## src/rtl/serial_deserializer_pkg.sv

```systemverilog
// Shared encoder/decoder definitions: message width, bit order and receiver states.
package serial_deserializer_pkg;

  localparam int MSG_WIDTH           = 8;
  localparam bit BIT_ORDER_LSB_FIRST = 1'b1;

  typedef enum logic {
    IDLE  = 1'b0,
    SHIFT = 1'b1
  } rx_state_t;

  // Bit counter width: counts up to WIDTH-1 with a spare bit of headroom.
  function automatic int cnt_width(input int width);
    return $clog2(width) + 1;
  endfunction

endpackage

```

## src/rtl/serial_deserializer_if.sv

```systemverilog
// Serial input stream plus the held message output of the deserializer.
// Handshake: a message transfers on any rising edge where messageValid && messageReady;
// messageValid and message stay stable until that edge.
interface serial_deserializer_if #(
  parameter int WIDTH = 8
) ();

  logic             serialIn;
  logic             bitValid;
  logic             frameStart;
  logic [WIDTH-1:0] message;
  logic             messageValid;
  logic             messageReady;
  logic             framingError;
  logic             overrun;

  modport master (
    output serialIn, bitValid, frameStart, messageReady,
    input  message, messageValid, framingError, overrun
  );

  modport slave (
    input  serialIn, bitValid, frameStart, messageReady,
    output message, messageValid, framingError, overrun
  );

endinterface

```

## src/rtl/serial_deserializer_output_buffer.sv

```systemverilog
// One-entry valid/ready holding register; a completion that finds it full and
// not being drained is dropped and reported as a one-cycle overrun pulse.
module deser_output_buffer #(
  parameter int WIDTH = 8
) (
  input  logic             clock,
  input  logic             reset_n,
  input  logic             i_load,
  input  logic [WIDTH-1:0] i_data,
  input  logic             i_ready,
  output logic [WIDTH-1:0] o_data,
  output logic             o_valid,
  output logic             o_overrun
);

  logic [WIDTH-1:0] r_data;
  logic             r_valid;
  logic             r_overrun;

  always_ff @(posedge clock or negedge reset_n) begin
    if (!reset_n) begin
      r_data    <= '0;
      r_valid   <= 1'b0;
      r_overrun <= 1'b0;
    end else begin
      r_overrun <= 1'b0;
      if (i_load) begin
        // Loading is allowed when empty or when the held entry drains this same edge.
        if (!r_valid || i_ready) begin
          r_data  <= i_data;
          r_valid <= 1'b1;
        end else begin
          r_overrun <= 1'b1;
        end
      end else if (r_valid && i_ready) begin
        r_valid <= 1'b0;
      end
    end
  end

  assign o_data    = r_data;
  assign o_valid   = r_valid;
  assign o_overrun = r_overrun;

endmodule

```

## src/rtl/serial_deserializer.sv

```systemverilog
// Receive-side SIPO: frames the qualified serial stream into WIDTH-bit messages,
// flags early resyncs, and hands completed messages to a one-entry output buffer.
module serial_deserializer
  import serial_deserializer_pkg::*;
#(
  parameter int WIDTH     = MSG_WIDTH,
  parameter bit LSB_FIRST = BIT_ORDER_LSB_FIRST
) (
  input  logic                 clock,
  input  logic                 reset_n,
  serial_deserializer_if.slave bus,
  output rx_state_t            o_dbg_state
);

  localparam int CW = cnt_width(WIDTH);

  rx_state_t        r_state, w_state_n;
  logic [WIDTH-1:0] r_shift, w_shift_n;
  logic [CW-1:0]    r_count, w_count_n;
  logic             r_done, w_done_n;
  logic             r_ferr, w_ferr_n;
  logic [WIDTH-1:0] w_first;

  // First bit lands in position 0 for both bit orders; MSB-first shifts it up later.
  assign w_first = {{(WIDTH-1){1'b0}}, bus.serialIn};

  always_comb begin
    w_state_n = r_state;
    w_shift_n = r_shift;
    w_count_n = r_count;
    w_done_n  = 1'b0;
    w_ferr_n  = 1'b0;
    case (r_state)
      IDLE: begin
        if (bus.bitValid && bus.frameStart) begin
          w_shift_n = w_first;
          w_count_n = CW'(1);
          w_state_n = SHIFT;
        end
      end
      SHIFT: begin
        if (bus.bitValid) begin
          if (bus.frameStart) begin
            w_ferr_n  = 1'b1;
            w_shift_n = w_first;
            w_count_n = CW'(1);
          end else begin
            if (LSB_FIRST) begin
              for (int i = 0; i < WIDTH; i++) begin
                if (r_count == CW'(i)) w_shift_n[i] = bus.serialIn;
              end
            end else begin
              w_shift_n = {r_shift[WIDTH-2:0], bus.serialIn};
            end
            if (r_count == CW'(WIDTH - 1)) begin
              w_count_n = '0;
              w_state_n = IDLE;
              w_done_n  = 1'b1;
            end else begin
              w_count_n = r_count + CW'(1);
            end
          end
        end
      end
      default: w_state_n = IDLE;
    endcase
  end

  always_ff @(posedge clock or negedge reset_n) begin
    if (!reset_n) begin
      r_state <= IDLE;
      r_shift <= '0;
      r_count <= '0;
      r_done  <= 1'b0;
      r_ferr  <= 1'b0;
    end else begin
      r_state <= w_state_n;
      r_shift <= w_shift_n;
      r_count <= w_count_n;
      r_done  <= w_done_n;
      r_ferr  <= w_ferr_n;
    end
  end

  // r_shift still holds the finished frame on the edge after completion,
  // even if a back-to-back frame overwrites it on that same edge.
  deser_output_buffer #(.WIDTH(WIDTH)) u_out_buf (
    .clock     (clock),
    .reset_n   (reset_n),
    .i_load    (r_done),
    .i_data    (r_shift),
    .i_ready   (bus.messageReady),
    .o_data    (bus.message),
    .o_valid   (bus.messageValid),
    .o_overrun (bus.overrun)
  );

  assign bus.framingError = r_ferr;
  assign o_dbg_state      = r_state;

endmodule

```

## src/flat_wrapper.sv

```systemverilog
// flat-port wrapper written by rule: the top's interface ports become plain ports
module serial_deserializer_flat import serial_deserializer_pkg::*;
#(
  parameter int WIDTH     = MSG_WIDTH,
  parameter bit LSB_FIRST = BIT_ORDER_LSB_FIRST
)
  (clock, reset_n, o_dbg_state, bus_serialIn, bus_bitValid, bus_frameStart, bus_messageReady, bus_message, bus_messageValid, bus_framingError, bus_overrun);
  serial_deserializer_if #(.WIDTH(WIDTH)) bus_i ();
  input  logic clock;
  input  logic reset_n;
  output rx_state_t o_dbg_state;
  input wire logic [$bits(bus_i.serialIn)-1:0] bus_serialIn;
  input wire logic [$bits(bus_i.bitValid)-1:0] bus_bitValid;
  input wire logic [$bits(bus_i.frameStart)-1:0] bus_frameStart;
  input wire logic [$bits(bus_i.messageReady)-1:0] bus_messageReady;
  output wire logic [$bits(bus_i.message)-1:0] bus_message;
  output wire logic [$bits(bus_i.messageValid)-1:0] bus_messageValid;
  output wire logic [$bits(bus_i.framingError)-1:0] bus_framingError;
  output wire logic [$bits(bus_i.overrun)-1:0] bus_overrun;
  assign bus_i.serialIn = bus_serialIn;
  assign bus_i.bitValid = bus_bitValid;
  assign bus_i.frameStart = bus_frameStart;
  assign bus_i.messageReady = bus_messageReady;
  assign bus_message = bus_i.message;
  assign bus_messageValid = bus_i.messageValid;
  assign bus_framingError = bus_i.framingError;
  assign bus_overrun = bus_i.overrun;
  serial_deserializer #(.WIDTH(WIDTH), .LSB_FIRST(LSB_FIRST)) u_core (.clock(clock), .reset_n(reset_n), .bus(bus_i), .o_dbg_state(o_dbg_state));
endmodule
```

## config.mk

```make
export PLATFORM = sky130hd
export DESIGN_NAME = serial_deserializer_flat
export DESIGN_NICKNAME = d
export VERILOG_FILES = /design/src/rtl/serial_deserializer_pkg.sv /design/src/rtl/serial_deserializer_if.sv /design/src/rtl/serial_deserializer_output_buffer.sv /design/src/rtl/serial_deserializer.sv /design/src/flat_wrapper.sv
export SDC_FILE = /design/constraint.sdc
export NUM_CORES = 1
export LEC_CHECK = 0
export CORE_MARGIN = 3
export CORE_UTILIZATION = 45
export DETAILED_ROUTE_END_ITERATION = 8
export PLACE_DENSITY = 0.67
export SETUP_SLACK_MARGIN = 0.1
export SLEW_MARGIN = 40
export SYNTH_ARGS = -nofsm -noshare
export SYNTH_HDL_FRONTEND = slang
export SYNTH_SLANG_ARGS = --single-unit
```

## constraint.sdc

```tcl
create_clock -name clock -period 1.69 [get_ports clock]
set_clock_uncertainty 0.05 [all_clocks]
set_input_delay 0.338 -clock clock [delete_from_list [all_inputs] [get_ports clock]]
set_output_delay 0.338 -clock clock [all_outputs]
set_load 0.005 [all_outputs]
```

==> results of run 1 <==
-- Yosys cell counts --
cell type / n
nor2_1: 1
a32o_1: 4
nand4b_1: 2
and4bb_1: 1
dfrtp_1: 25
and3_1: 3
a221o_1: 1
inv_1: 6
and2_1: 1
nor3b_2: 2
ha_1: 4
nor2b_1: 2
o21a_1: 1
and4b_1: 3
mux2i_1: 2
a21o_1: 1
nand3_1: 5
nand4_1: 1
a21oi_1: 1
buf_6: 1
nand4_2: 1
nand3b_1: 1
buf_2: 4
a2111oi_2: 1
nor3b_1: 1
nand2_1: 13
nand2b_1: 1
mux2_2: 8
o21ai_1: 2
o22ai_1: 4
-- worst register-to-register path: cells and delay by family (launching register included) --
kind	cells	cell delay, ps
flip-flops	1	530
AO/OA/AOI/OAI	1	260
AND/OR/NAND/NOR	2	490
-- logic make-up after synthesis --
kind of cell,Yosys count,share of synthesized area (%)
flip-flops,25,52.1
buffers and inverters,11,4.48
AND/OR/NAND/NOR,38,20.0
adder cells (fa/ha/maj),4,4.17
AO/OA/AOI/OAI,15,10.0
multiplexers,10,9.18
-- what timing repair did --
item / 4_1_cts / 5_1_grt
endpoints found under the hold margin: 0 / 0
setup endpoints to repair: 4 / 9
buffers inserted: 1 / 0
gates resized for setup: 4 / 9
-- state kept, by name (all words and copies together) (netlist names) --
name and flops:
u_core.bus.framingError 1, u_core.o_dbg_state 1, u_core.r_count 4, u_core.r_done 1, u_core.r_shift 8, u_core.u_out_buf.o_data 8, u_core.u_out_buf.o_overrun 1, u_core.u_out_buf.o_valid 1
-- power by group --
group | internal (uW) | switching (uW)
sequential | 706 | 119
combinational | 262 | 217
clock | 88.5 | 176
-- routing by layer --
layer	GRT usage, %	wire [um]	vias to the layer above
li1	-	-	425
met1	21.4	1070	417
met2	24.8	1060	14
met3	3.12	91	5
met4	6.62	43	0
met5	0	0	-
-- final cells by class --
type | count | area (sq um) | share of cell area, %
clock inverter | 1 | 5.00 | 0.332
sequential | 25 | 627 | 41.6
multi-input combinational | 67 | 523 | 34.7
tap | 30 | 37.5 | 2.49
inverter | 6 | 22.5 | 1.50
clock buffer | 3 | 22.5 | 1.50
timing repair buffer | 28 | 269 | 17.9
-- final timing paths --
| kind | endpoint | slack, ps | depth (start not counted) |
|---|---|---|---|
| max reg2reg | u_core.r_shift[0] | 270 | 3 |
| min reg2reg | u_core.u_out_buf.o_valid | 450 | 2 |
| max | bus_framingError | 160 | 1 |
| min | u_core.u_out_buf.o_valid | 310 | 2 |
| max in group asynchronous | u_core.o_dbg_state | 1020 | 2 |
| min in group clock | u_core.u_out_buf.o_valid | 450 | 2 |
-- per-stage QoR --
stage          setup slack [ps]  instance area [sq um]
2_1_floorplan               375                   1200
3_3_place_gp               45.8                   1450
3_5_place_dp               24.3                   1450
4_1_cts                    85.9                   1480
5_1_grt                     105                   1510
6_report                    157                   1510
-- cell usage in the layout (no fill, tap or decap), types with 4 or more instances in the layout --
master / n
a32o_1: 4
buf_4: 11
clkdlybuf4s50_1: 6
dfrtp_1: 24
dlymetal6s2s_1: 8
inv_1: 6
mux2_2: 8
nand2_1: 13
nand3_1: 5
o22ai_1: 4
==> impl_metrics.yaml, run 1 <==
outcome:
  status: "complete, no violations"
grt:
  grt_max_degree: 26
  grt-ovfl-total: 0
  grt_util_all_layers_pct: 15.8
  grt_pass1_wl_um: 4090
  first_global_vias: 924
  antenna_found_initial: 0
floorplan:
  initial_core_util_pct: 48.0
  die_w_um: 57.6
  die_y_um: 57.6
  io_pins: 18
  rows: 18
  dieArea_sq_um: 3320
  core_area_sq_um: 2500
setup_path:
  cp_max_fo: 1
  crit_type: "reg -> out"
  cp_slowest_stage_delay_ps: 490
  required_ps: 1300
  reg2reg_from: "u_core.r_count[2]"
  worst_setup_path_end_kind: "primary output"
  startpoint_type: "register"
  startpoint: "u_core.bus.framingError"
  crit_path_top_delay_cell: "clkdlybuf4s50_1"
  crit_arrival_ps: 1150
  crit_path_cell_trace: "clkdlybuf4s50_1"
  path_buf_inv: 1
  path_delay_family: "buffers and inverters"
sta:
  period_share_pct: 90.7
  period_needed_ps: 1530
  max_freq_mhz: 652
  setup_violations: 0
  rsz0062_at_grt: "false"
  max-slew-margin-rel_pct: 76.3
  finalMaxSlewViolations: 0
  finalHoldViolations: 0
  worst_slew_pin_slew_ps: 355
  holdWs_ps: 308
  setup_tns_ps: 0
clock_network:
  clk_latency_ps: 310
  clk_path_buf_depth: 2
  cts_buffers: 3
  cts_tree: "built"
  cts-root-buf: "clkbuf_4"
  clkTransAtPathRegs_ps: 130
  ctsHoldBuffers: 0
  numClockSinks: 25
  h-tree-depth: 1
drt:
  routed_wl_um: 2260
  drt_first_iter_violations: 14
  drt-pass1-iter-count: 4
  ant_nets: 0
  routedWlPerCell_um: 14.1
  vias: 861
  viasPerCell: 5.38
  drt_drc_violations_left: 0
synthesis:
  synth_area_leaders: "dfrtp_1 (52%), mux2_2 (7.5%), ha_1 (4.2%), nand2_1 (4.1%), a32o_1 (3.3%)"
  synth-warning-count: 0
  postSynthCellCount: 103
  yosysTopAreaCell: "dfrtp_1"
  syn_nets: 113
  ys_seq_area_share_pct: 52.1
  syn_area_sq_um: 1200
  synth_top_area_share_pct: 52.1
  ys_ff_latch: 25
  synth_cell_type_count: 30
  syn_avg_cell_area_sq_um: 11.6
placed_design:
  port_buffers: 17
  hpwl_um: 1610
  dp.cells: 155
  gp_congestion: 0.770
finish:
  post_route_cells_drive_above_1_share_pct: 22.3
  final_cell_count_no_fill: 160
  final_core_util_pct: 60.3
  layout.nets: 141
  syn_to_final_growth_pct: 25.5
  num_antenna_cells: 0
  fill_cells: 208
power:
  finalPower_uw: 1570
  p_leak_uw: 0.000851
  cellPowerDensity_nw_per_um2: 1040
  vdd.ir_drop.worst_mv: 0.702
run:
  maxCapViolCount: 0
min_path:
  hp-class: "in -> async"
Power figures use the tool's default switching activity.
==> run 2: changes to the inputs <==
--- a/config.mk
+++ b/config.mk
@@ -10,6 +10,7 @@
 export DETAILED_ROUTE_END_ITERATION = 8
 export PLACE_DENSITY = 0.67
 export SETUP_SLACK_MARGIN = 0.1
+export SKIP_LAST_GASP = 1
 export SLEW_MARGIN = 40
 export SYNTH_ARGS = -nofsm -noshare
 export SYNTH_HDL_FRONTEND = slang
==> results of run 2 <==
Same layout as run 1: the final DEF is identical, and so are final timing and power.
